### src/rtl/fetch_stage_pkg.sv
// Shared constants for the WISC instruction-fetch stage.
//   - NOP / HALT encodings
//   - 2-bit fetch FSM state encoding
//   - instruction field slice helpers ([15:11] opcode, [10:8] rs, [7:5] rt)
package fetch_stage_pkg;

  localparam logic [15:0] NOP_WORD = 16'h0800;  // {5'b00001, 11'b0}
  localparam logic [4:0]  OP_HALT  = 5'b00000;

  typedef enum logic [1:0] {
    ST_FETCH  = 2'd0,
    ST_WAIT   = 2'd1,
    ST_FULL   = 2'd2,
    ST_HALTED = 2'd3
  } fetch_state_e;

  function automatic logic [4:0] inst_opcode(input logic [15:0] inst);
    return inst[15:11];
  endfunction

  function automatic logic [2:0] inst_rs(input logic [15:0] inst);
    return inst[10:8];
  endfunction

  function automatic logic [2:0] inst_rt(input logic [15:0] inst);
    return inst[7:5];
  endfunction

endpackage

### src/rtl/fetch_stage_buf.sv
// fetch_buf: 32-bit holding register for the buffered instruction and its PC+2.
// Ports:
//   clk, rst        clock, asynchronous active-low reset
//   load            capture inst_in / pc2_in
//   clear           zero the register (load wins if both are set)
//   inst_in, pc2_in next instruction word and its PC+2
//   inst_q, pc2_q   registered instruction word and PC+2
module fetch_buf (
  input  logic        clk,
  input  logic        rst,
  input  logic        load,
  input  logic        clear,
  input  logic [15:0] inst_in,
  input  logic [15:0] pc2_in,
  output logic [15:0] inst_q,
  output logic [15:0] pc2_q
);

  logic [31:0] buf_d;
  logic [31:0] buf_q;

  always_comb begin
    // NOTE: hold value assigned first so every path writes buf_d; no latch.
    buf_d = buf_q;
    if (load) begin
      buf_d = {inst_in, pc2_in};
    end else if (clear) begin
      buf_d = '0;
    end
  end

  // NOTE: state uses non-blocking assignments; the register is reset (it is a
  // single word, not a memory array) so fetch_pc2 reads zero straight out of reset.
  always_ff @(posedge clk or negedge rst) begin
    if (!rst) begin
      buf_q <= '0;
    end else begin
      buf_q <= buf_d;
    end
  end

  assign inst_q = buf_q[31:16];
  assign pc2_q  = buf_q[15:0];

endmodule

### src/rtl/fetch_stage.sv
// fetch_stage: instruction-fetch stage of the 5-stage WISC pipeline.
// Owns the PC, drives a stalling instruction memory and presents one buffered
// instruction per cycle to the hazard detector.
// Ports:
//   clk, rst                      clock, asynchronous active-low reset
//   pc_nop                        hazard stall: hold buffer and PC
//   redirect_valid, redirect_pc   downstream-resolved control transfer
//   imem_data/done/stall/err      instruction memory response
//   imem_rd, imem_addr            instruction memory request
//   fetch_inst, fetch_pc2         buffered instruction (NOP_INST when invalid) and its PC+2
//   fetch_valid                   buffer holds a real instruction
//   halted, err                   sticky HALT-delivered / fetch-fault flags
module fetch_stage
  import fetch_stage_pkg::*;
#(
  parameter logic [15:0] RESET_PC = 16'h0000,
  parameter logic [15:0] NOP_INST = NOP_WORD
) (
  input  logic        clk,
  input  logic        rst,
  input  logic        pc_nop,
  input  logic        redirect_valid,
  input  logic [15:0] redirect_pc,
  input  logic [15:0] imem_data,
  input  logic        imem_done,
  input  logic        imem_stall,
  input  logic        imem_err,
  output logic        imem_rd,
  output logic [15:0] imem_addr,
  output logic [15:0] fetch_inst,
  output logic [15:0] fetch_pc2,
  output logic        fetch_valid,
  output logic        halted,
  output logic        err
);

  fetch_state_e state_d, state_q;
  logic [15:0]  pc_d, pc_q;
  logic [15:0]  pend_pc_d, pend_pc_q;
  logic         kill_pend_d, kill_pend_q;
  logic         err_d, err_q;

  logic         rd_req;
  logic         buf_load;
  logic         buf_clear;
  logic         done;
  logic         fault;
  logic [15:0]  pc_plus2;
  logic [15:0]  inst_buf;
  logic [15:0]  pc2_buf;

  // A response flagged busy is not a completion; the request stays held.
  assign done     = imem_done & ~imem_stall;
  assign fault    = done & imem_err;
  assign pc_plus2 = pc_q + 16'd2;  // wraps at 16 bits by design

  fetch_buf u_buf (
    .clk     (clk),
    .rst     (rst),
    .load    (buf_load),
    .clear   (buf_clear),
    .inst_in (imem_data),
    .pc2_in  (pc_plus2),
    .inst_q  (inst_buf),
    .pc2_q   (pc2_buf)
  );

  always_comb begin
    state_d     = state_q;
    pc_d        = pc_q;
    pend_pc_d   = pend_pc_q;
    kill_pend_d = kill_pend_q;
    err_d       = err_q;
    rd_req      = 1'b0;
    buf_load    = 1'b0;
    buf_clear   = 1'b0;

    unique case (state_q)
      ST_FETCH, ST_WAIT: begin
        rd_req = 1'b1;
        if (fault) begin
          err_d       = 1'b1;
          kill_pend_d = 1'b0;
          buf_clear   = 1'b1;
          state_d     = ST_HALTED;
        end else if (done) begin
          // A redirect arriving with the data is newer than any pending one.
          if (redirect_valid) begin
            pc_d        = redirect_pc;
            kill_pend_d = 1'b0;
            state_d     = ST_FETCH;
          end else if (kill_pend_q) begin
            pc_d        = pend_pc_q;
            kill_pend_d = 1'b0;
            state_d     = ST_FETCH;
          end else begin
            buf_load = 1'b1;
            pc_d     = pc_plus2;
            state_d  = ST_FULL;
          end
        end else begin
          // Outstanding request cannot be cancelled; remember where to go.
          state_d = ST_WAIT;
          if (redirect_valid) begin
            pend_pc_d   = redirect_pc;
            kill_pend_d = 1'b1;
          end
        end
      end

      ST_FULL: begin
        if (redirect_valid) begin
          buf_clear = 1'b1;
          pc_d      = redirect_pc;
          state_d   = ST_FETCH;
        end else if (pc_nop) begin
          // hold buffer and PC, no request
        end else if (inst_opcode(inst_buf) == OP_HALT) begin
          buf_clear = 1'b1;
          state_d   = ST_HALTED;
        end else begin
          // Current instruction is consumed; next read overlaps it.
          rd_req = 1'b1;
          if (fault) begin
            err_d     = 1'b1;
            buf_clear = 1'b1;
            state_d   = ST_HALTED;
          end else if (done) begin
            buf_load = 1'b1;
            pc_d     = pc_plus2;
          end else begin
            buf_clear = 1'b1;
            state_d   = ST_WAIT;
          end
        end
      end

      ST_HALTED: begin
        // only reset leaves this state
      end

      default: state_d = ST_HALTED;
    endcase
  end

  always_ff @(posedge clk or negedge rst) begin
    if (!rst) begin
      state_q     <= ST_FETCH;
      pc_q        <= RESET_PC;
      pend_pc_q   <= '0;
      kill_pend_q <= 1'b0;
      err_q       <= 1'b0;
    end else begin
      state_q     <= state_d;
      pc_q        <= pc_d;
      pend_pc_q   <= pend_pc_d;
      kill_pend_q <= kill_pend_d;
      err_q       <= err_d;
    end
  end

  // Request is masked while reset is asserted even though state_q reads FETCH.
  assign imem_rd     = rd_req & rst;
  assign imem_addr   = pc_q;
  assign fetch_valid = (state_q == ST_FULL);
  assign fetch_inst  = fetch_valid ? inst_buf : NOP_INST;
  assign fetch_pc2   = pc2_buf;
  assign halted      = (state_q == ST_HALTED);
  assign err         = err_q;

endmodule
### config.mk
export PLATFORM = sky130hd
export DESIGN_NAME = fetch_stage
export DESIGN_NICKNAME = d
export VERILOG_FILES = /design/src/rtl/fetch_stage_pkg.sv /design/src/rtl/fetch_stage_buf.sv /design/src/rtl/fetch_stage.sv
export SDC_FILE = /design/constraint.sdc
export NUM_CORES = 1
export LEC_CHECK = 0
export ABC_AREA = 0
export CAP_MARGIN = 20
export CORE_UTILIZATION = 25
export DETAILED_ROUTE_END_ITERATION = 8
export PLACE_DENSITY = 0.54
export SYNTH_ARGS = -nofsm -noshare
export SYNTH_HDL_FRONTEND = slang
export SYNTH_SLANG_ARGS = --single-unit
### constraint.sdc
create_clock -name clk -period 1.9 [get_ports clk]
set_input_delay 0.38 -clock clk [delete_from_list [all_inputs] [get_ports clk]]
set_output_delay 0.38 -clock clk [all_outputs]
set_load 0.01 [all_outputs]
== Word-level counts from Yosys, hierarchy flattened ==
Index checks and enable logic that the tools add are counted.

* Memory bits (read-only): 0
* Input port bits: 39
* Latch bits: 0
* Memory bits (writable): 0
* Output and inout bits: 52
* Memories kept: 0
* Register bits: 68
* Word-level logic and storage cells: 89

* Equal/unequal tests: 13
* $mul: 0
* Reductions and logical operators: 11
* Multiplexer cells: 52
* Shift operators: 0
* Add/sub/neg operators: 1
* Divide/modulo/power cells: 0
* Order comparisons: 0
* Bitwise logic cells: 6

{| class="wikitable"
|+ Operators with widths
! kind !! count
|-
| two-way mux 16 bit || 10
|-
| two-way mux 32 bit || 2
|-
| one-hot mux 16 bit (2 select lines) || 1
|-
| two-way mux 1 bit || 25
|-
| two-way mux 2 bit || 9
|-
| adder 16 x 2 -> 16 bit, second input constant || 1
|-
| != test 2 bit, second input constant || 5
|-
| != test 3 bit, second input constant || 3
|-
| one-hot mux 1 bit (2 select lines) || 4
|-
| AND reduction 4 bit || 2
|-
| AND reduction 7 bit || 1
|-
| zero test 5 bit || 1
|-
| != test 5 x 3 -> 1 bit, second input constant || 1
|-
| == test 2 bit, second input constant || 2
|-
| one-hot mux 2 bit (2 select lines) || 1
|-
| nonzero test 2 bit || 2
|-
| bitwise AND 1 bit || 3
|-
| != test 3 x 2 -> 1 bit, second input constant || 1
|-
| NOT 1 bit || 3
|-
| AND reduction 3 bit || 1
|-
| nonzero test 3 bit || 1
|-
| == test 2 x 1 -> 1 bit, second input constant || 1
|-
| zero test 2 bit || 1
|-
| AND reduction 2 bit || 1
|-
| OR reduction 2 bit || 1
|}

== Longest topological paths before layout ==
Gate-level depths: netlist of the first run.

* Depth in word-level cells: 10
* Mapped depth: 10
* Gate-level depth less buffers: 6

== Modules after synthesis ==
From an unflattened synthesis of the first run, not the netlist that was laid out.

* Cell total of the unflattened synthesis: 326
* Area total of the unflattened synthesis: 3517.1 µm²

{| class="wikitable"
|+ By module, submodules not included
! module !! area an instance (µm²) !! cells each !! instances !! seq. area each (µm²)
|-
| fetch_stage || 2343.5 || 254 || 1 || 900.9
|-
| fetch_buf || 1173.6 || 72 || 1 || 800.8
|}

== Least setup slack after synthesis of the first run ==
Ideal clock, no wire load.

* Path type: reg2reg
* Start point: register pc_q[1] (netlist: imem_addr[1])
* End point: register pc_q[7] (netlist: imem_addr[7])
* Cell stages (with the launch flop): 7
* Path slack: 0.069 ns
* Data arrival time: 1.764 ns
* Period minus slack after synthesis: 1.831 ns
* Cells stage by stage: dfrtp_1 > ha_1 > nand3_1 > nor3_2 > mux2_1 > o211ai_1 > a32o_1

* Cells in the longest elaborated chain, start to end: 7

{| class="wikitable"
|+ RTL lines
! item !! RTL line !! RTL
|-
| start: declaration || fetch_stage.sv:38 || <nowiki>logic [15:0] pc_d, pc_q;</nowiki>
|-
| start signal: assignment || fetch_stage.sv:155 || <nowiki>pc_q <= pc_d;</nowiki>
|-
| adder 16 x 2 -> 16 bit (*) || fetch_stage.sv:55 || <nowiki>assign pc_plus2 = pc_q + 16'd2;</nowiki>
|-
| two-way mux 16 bit || fetch_stage.sv:128 || <nowiki>end else if (done) begin</nowiki>
|-
| two-way mux 16 bit || fetch_stage.sv:124 || <nowiki>if (fault) begin</nowiki>
|-
| two-way mux 16 bit || fetch_stage.sv:118 || <nowiki>end else if (inst_opcode(inst_buf) == OP_HALT) begin</nowiki>
|-
| two-way mux 16 bit || fetch_stage.sv:116 || <nowiki>end else if (pc_nop) begin</nowiki>
|-
| two-way mux 16 bit || fetch_stage.sv:112 || <nowiki>if (redirect_valid) begin</nowiki>
|-
| one-hot mux 16 bit (2 select lines) (*) || fetch_stage.sv:78 || <nowiki>unique case (state_q)</nowiki>
|}

Mark *: on every way between the ends. The rest lies on a longest branch, timed or not. The select of a mux whose other input is x is not followed.
A chain may end at the register's enable or synchronous reset.

== Worst setup path in the final report of the first run ==
* Start point: register u_buf.buf_q[29]
* End point: output port imem_rd

* Cells in the longest elaborated chain, start to end: 6

{| class="wikitable"
|+ RTL lines
! item !! RTL line !! RTL
|-
| start: declaration || fetch_stage_buf.sv:20 || <nowiki>logic [31:0] buf_q;</nowiki>
|-
| start signal: assignment || fetch_stage_buf.sv:38 || <nowiki>buf_q <= buf_d;</nowiki>
|-
| zero test 5 bit || fetch_stage.sv:118 ||
|-
| two-way mux 1 bit || fetch_stage.sv:118 ||
|-
| two-way mux 1 bit || fetch_stage.sv:116 ||
|-
| two-way mux 1 bit || fetch_stage.sv:112 ||
|-
| one-hot mux 1 bit (2 select lines) || fetch_stage.sv:78 ||
|-
| bitwise AND 1 bit || fetch_stage.sv:163 || <nowiki>assign imem_rd = rd_req & rst;</nowiki>
|-
| end: declaration || fetch_stage.sv:28 || <nowiki>output logic imem_rd,</nowiki>
|}

No other way between the ends.

==> results.yml, run 1 <==
logic_synthesis:
  synth-main-ff-cell: "dfrtp_1"
  syn_area_per_cell_um2: 9.63
  synth_top_area_share_pct: 46.7
  synth_edf_count: 0
  synth_seq_cells: 68
  synthCells: 378
  synthTopCellsByArea: "dfrtp_1 47%, mux2_1 5.6%, nand2_1 5.2%"
  yosys-top-cells-count: "68 x dfrtp_1, 50 x nand2_1, 37 x nand3_1"
  syn_area_um2: 3640
  ys_warn_count: 0
  synth-async-reset-ratio_pct: 100
  ys_seq_area_share_pct: 46.7
  yosys.area.top_type: "dfrtp_1"
  synth_cell_types: 60
  synth.most_common_cell: "dfrtp_1"
  syn-num-nets: 418
layout:
  drive_above_1_share_pct: 20.5
  n_antenna_cell: 0
  area_delta_synth_final_pct: 55.8
  fin_cells: 708
  fin_nets: 565
  fillers: 1393
  design_area_um2: 5670
worst_setup_path:
  cp.required_ps: 1520
  cp_num_buf_inv: 1
  crit_type: "register to primary output"
  ff2ff_path_depth: 8
  crit_path_max_fanout: 2
  crit_chain: "or4_4 -> nor2_4 -> o41ai_2 -> and2_1 -> buf_2"
  cp_top_family: "simple AND/OR/NAND/NOR gates"
  cp.depth: 5
  arrival_ps: 1780
  critPathCaptureType: "primary output"
  critPathMaxStageDelay_ps: 580
  start_kind: "register"
  slowest_stage: "or4_4"
outcome:
  status: "complete, but fails checks"
  violations: "negative setup slack"
sta:
  slew-limit-headroom_pct: 39.2
  maxSlewViolCount: 0
  rsz0062_at_grt: "true"
  hold_viol: 0
  period_needed_ps: 2160
  fmax_ghz: 0.463
  worst_pin_slew_ps: 911
  setup_slack_ps: -258
  setup_viol_count_final: 47
  timing.final.crit_share_pct: 114
  skew_ps: 8.55
detailed_routing:
  firstDrtPassIters: 5
  initialDrtViolationCount: 181
  viasPerCell: 4.87
  vias: 3446
  ant_nets: 0
  wl_um: 11700
  drc_errors: 0
  wl_per_cell_um: 16.5
global_route:
  grt_pass1_wl_um: 17800
  grt_start_max_net_pins: 69
  overflow: 0
  grtUsageTotal_pct: 15.6
  antenna_found_initial: 0
  grt_pass1_vias: 3505
floorplanning:
  die_h_um: 123
  rows: 43
  dieArea_um2: 15100
  die_w_um: 123
  core_um2: 14000
  ios: 91
  start_util_pct: 25.9
clock_tree:
  htree_num_levels: 3
  cts.sinks: 68
  numCtsBuffers: 9
  cts_tree: "yes"
  cts_hold_buf: 0
  clock_latency_ps: 330
  ctsLongestPathBuffers: 2
  clkTransAtPathRegs_ps: 50
  cts-root-buf: "clkbuf_16"
place:
  dp_slack_ps: -418
  dpl.cell_count: 674
  place_congestion: 0.775
  dp_hpwl_um: 7830
  port_buffers: 90
  dpl_cell_area_um2: 5070
min_path:
  hp-class: "primary input to asynchronous set/reset pin"
pwr:
  ir_drop_mv: 0.557
  p_total_w: 0.00709
  netSwitchingPower_w: 0.00249
  sw_frac_of_total_pct: 35.1
  comb_power_share_pct: 43.6
  power_frac_seq_pct: 33.0
  p_clk_share_pct: 23.5
  p_per_area_nw_per_um2: 1250
  p_int_w: 0.00460
  leakage_nw: 2.57
flow_run:
  maxCapViolCount: 0
[flip-flops by register name, summed over array words and instances (netlist names)]
signal       count
err              1
imem_addr       16
kill_pend_q      1
pend_pc_q       16
state_q          2
u_buf.buf_q     32
[stage by stage]
stage	TNS, ps	hold slack [ps]	util [%]
6_report	-3880	322	40.4
5_1_grt	-7090	385	40.4
4_1_cts	-2180	353	39.3
3_5_place_dp	-19350	457	36.1
3_3_place_gp	-16640	462	36.1
2_1_floorplan	0	84.4	-
[path summary, 6_finish.rpt]
| kind | to | start | slack [ps] |
|---|---|---|---|
| setup / recovery | imem_rd | u_buf.buf_q[29] | -260 |
| hold / removal | u_buf.buf_q[24] | rst | 320 |
| setup reg to reg | imem_addr[14] | u_buf.buf_q[29] | -180 |
| hold reg to reg | err | err | 470 |
| max in group asynchronous | pend_pc_q[13] | rst | 980 |
| min in group clk | err | err | 470 |
[cell type report]
cell class,instances,area [µm²],area share (%)
tap,180,225,3.97
clock buffer,12,256,4.52
clock inverter,2,35.0,0.618
timing repair buffer,160,1570,27.7
timing repair inverter,1,11.3,0.199
multi-input combinational,276,1830,32.2
sequential,68,1700,30.0
inverter,9,41.3,0.728
[power by group through the flow]
stage	registers [W]	logic, W	clock network, W
after CTS	0.00233	0.00303	0.00171
after detailed placement	0.00235	0.00287	0
after global placement	0.00233	0.00283	0
final	0.00234	0.00309	0.00167
after global routing	0.00241	0.00336	0.00177
after floorplan	0.00238	0.00138	0
[cell usage in the layout (no fill, tap or decap), types with 6 or more instances in the layout]
cell,n
dfrtp_1,68
clkdlybuf4s50_1,67
buf_4,55
nand2_1,50
nand3_1,37
o21ai_1,23
dlygate4sd2_1,20
mux2_1,18
and2_1,17
nor2_1,16
a21oi_1,16
clkbuf_16,12
xnor2_1,11
o21ai_0,9
inv_1,8
and3_1,6
[repair_timing]
action	CTS	global route
setup buffers	9	3
gates cloned	3	5
pin swaps	6	5
gates resized for setup	41	6
endpoints found under the setup margin	65	49
[per-layer routing]
| metal | track usage [%] | part of all wire (%) |
|---|---|---|
| met1 | 20.1 | 45 |
| met2 | 26.1 | 48 |
| met3 | 3.53 | 6.4 |
| met4 | 4.19 | 0.49 |
| met5 | 0 | 0 |
[cell families (layout without fill, tap and decap cells)]
kind of cell | Yosys count | after routing | synth area share, %
flops | 68 | 68 | 46.7
simple gates | 152 | 152 | 21.4
fa+ha+maj | 1 | 1 | 0.344
mux | 19 | 19 | 5.84
compound gates | 91 | 91 | 17.3
buf+inv | 34 | 184 | 5.19
xor+xnor | 13 | 13 | 3.13
Note: power is estimated with default switching activity, not from simulation.
==> run 2, diff against run 1 <==
CORE_MARGIN = 3   (was not set)
GPL_TIMING_DRIVEN = 1   (was not set)
==> run 2 against run 1 <==
Net effect:
- the run still ends with negative setup slack left
- cell count up 0.42%
- clock skew down 1.4 ps
- sequential share of layout area about the same
- total power up 2.1%
- critical path depth unchanged
- design area up 0.11%
- worst hold slack worse by 31 ps
- die area up 6.6%
- largest cell class unchanged
==> results.yml, run 2 (synthesis gave the netlist of run 1 again) <==
outcome:
  status: "complete, but fails checks"
  violations: "negative setup slack"
clock_tree:
  numCtsBuffers: 9
  ctsLongestPathBuffers: 2
  clock_latency_ps: 340
  cts.sinks: 68
  clkTransAtPathRegs_ps: 50
  cts_tree: "yes"
  cts_hold_buf: 0
  htree_num_levels: 3
  cts-root-buf: "clkbuf_16"
place:
  place_congestion: 0.791
  dpl_cell_area_um2: 5080
  port_buffers: 90
  dp_slack_ps: -408
  dp_hpwl_um: 7990
  dpl.cell_count: 674
global_route:
  grt_pass1_vias: 3485
  grtUsageTotal_pct: 14.6
  overflow: 0
  grt_pass1_wl_um: 18600
  grt_start_max_net_pins: 69
  antenna_found_initial: 0
sta:
  maxSlewViolCount: 0
  rsz0062_at_grt: "true"
  hold_viol: 0
  setup_viol_count_final: 48
  setup_slack_ps: -254
  finalSetupTns_ps: -7490
  fmax_ghz: 0.464
  period_needed_ps: 2150
  slew-limit-headroom_pct: 40.2
  worst_pin_slew_ps: 898
  skew_ps: 7.15
  timing.final.crit_share_pct: 113
layout:
  fin_cells: 711
  regMostFlops: "u_buf.buf_q"
  fillers: 1399
  design_area_um2: 5680
  drive_above_1_share_pct: 22.6
  largest_register_ffs: 32
  layout_common_cells: "68 x dfrtp_1, 68 x clkdlybuf4s50_1, 55 x buf_4"
  fin_nets: 566
  utilization_pct: 40.4
  n_antenna_cell: 0
  area_delta_synth_final_pct: 55.9
detailed_routing:
  initialDrtViolationCount: 267
  vias: 3455
  wl_um: 11700
  wl_per_cell_um: 16.4
  ant_nets: 0
  firstDrtPassIters: 4
  viasPerCell: 4.86
  drc_errors: 0
worst_setup_path:
  ff2ff_setup_slack_ps: -220
  crit_path_max_fanout: 2
  critPathCaptureType: "primary output"
  reg2reg_from: "u_buf.buf_q[28]"
  arrival_ps: 1770
  cp.required_ps: 1520
  crit_type: "register to primary output"
  rr_endpoint: "u_buf.buf_q[26]"
  ff2ff_path_depth: 9
  start_kind: "register"
floorplanning:
  die_h_um: 127
  core_um2: 14000
  start_util_pct: 25.9
  ios: 91
  die_w_um: 127
  rows: 43
  dieArea_um2: 16000
pwr:
  p_per_area_nw_per_um2: 1280
  leakage_nw: 2.54
  ir_drop_mv: 0.583
min_path:
  hp-class: "primary input to asynchronous set/reset pin"
flow_run:
  maxCapViolCount: 0
## run 2: changes by cell type in the layout (fill, tap and decap cells not counted), sizes merged
cell	delta
buf	+3
dlymetal6s2s	+1
clkdlybuf4s15	+1
dlygate4sd2	-8
bufbuf	-1
clkinv	+4
clkinvlp	+1
clkdlybuf4s50	+1
clkbuf	+2
inv	-1
## run 2: how the worst max path moves through the flow
stage                         start            to  slack [ps]  cells after the start
finish              u_buf.buf_q[28]       imem_rd        -250                      5
global route        u_buf.buf_q[29]       imem_rd        -310                      5
CTS                 u_buf.buf_q[30]       imem_rd        -300                      5
detailed placement   redirect_valid       imem_rd        -410                      4
global placement     redirect_valid       imem_rd        -400                      4
floorplan              imem_addr[1]  imem_addr[7]          70                      6
## run 2: through the flow
step | power (W) | hold slack (ps)
finish | 0.00724 | 291
global route | 0.00771 | 351
CTS | 0.00721 | 341
detailed placement | 0.00523 | 464
global placement | 0.00516 | 462
floorplan | 0.00376 | 84.4
## run 2: power breakdown
group,switching [W],internal (W),leakage (nW)
Sequential,0.000414,0.00194,0.876
Combinational,0.00155,0.00170,1.52
Clock,0.000633,0.00100,0.146
## run 2: cell type report
class / count / area, µm² / share of cell area, %
repair buffers: 161 / 1580 / 27.8
clock inverters: 6 / 55.1 / 0.970
well taps: 180 / 225 / 3.97
repair inverters: 1 / 7.51 / 0.132
inverters: 9 / 38.8 / 0.683
flip-flops and latches: 68 / 1700 / 30.0
clock buffers: 10 / 229 / 4.03
multi-input cells: 276 / 1840 / 32.4
## run 2: critical path, stage by stage (launching register included)
cell	delay (ps)
dfrtp_1	370
or4_4	570
nor2_4	140
o41ai_2	90
and2_1	130
buf_2	130
## run 2: routing by layer
metal	GRT usage [%]	wire (µm)	vias to the layer above
li1	-	-	1663
met1	19.1	5360	1666
met2	23.0	5330	107
met3	3.92	722	19
met4	5.80	232	0
met5	0	0	-
## run 2: timing repair
action,in CTS,in global routing
buffers inserted,11,5
endpoints found under the setup margin,65,54
cloned,4,1
pin swaps,6,6
gates resized for setup,39,20
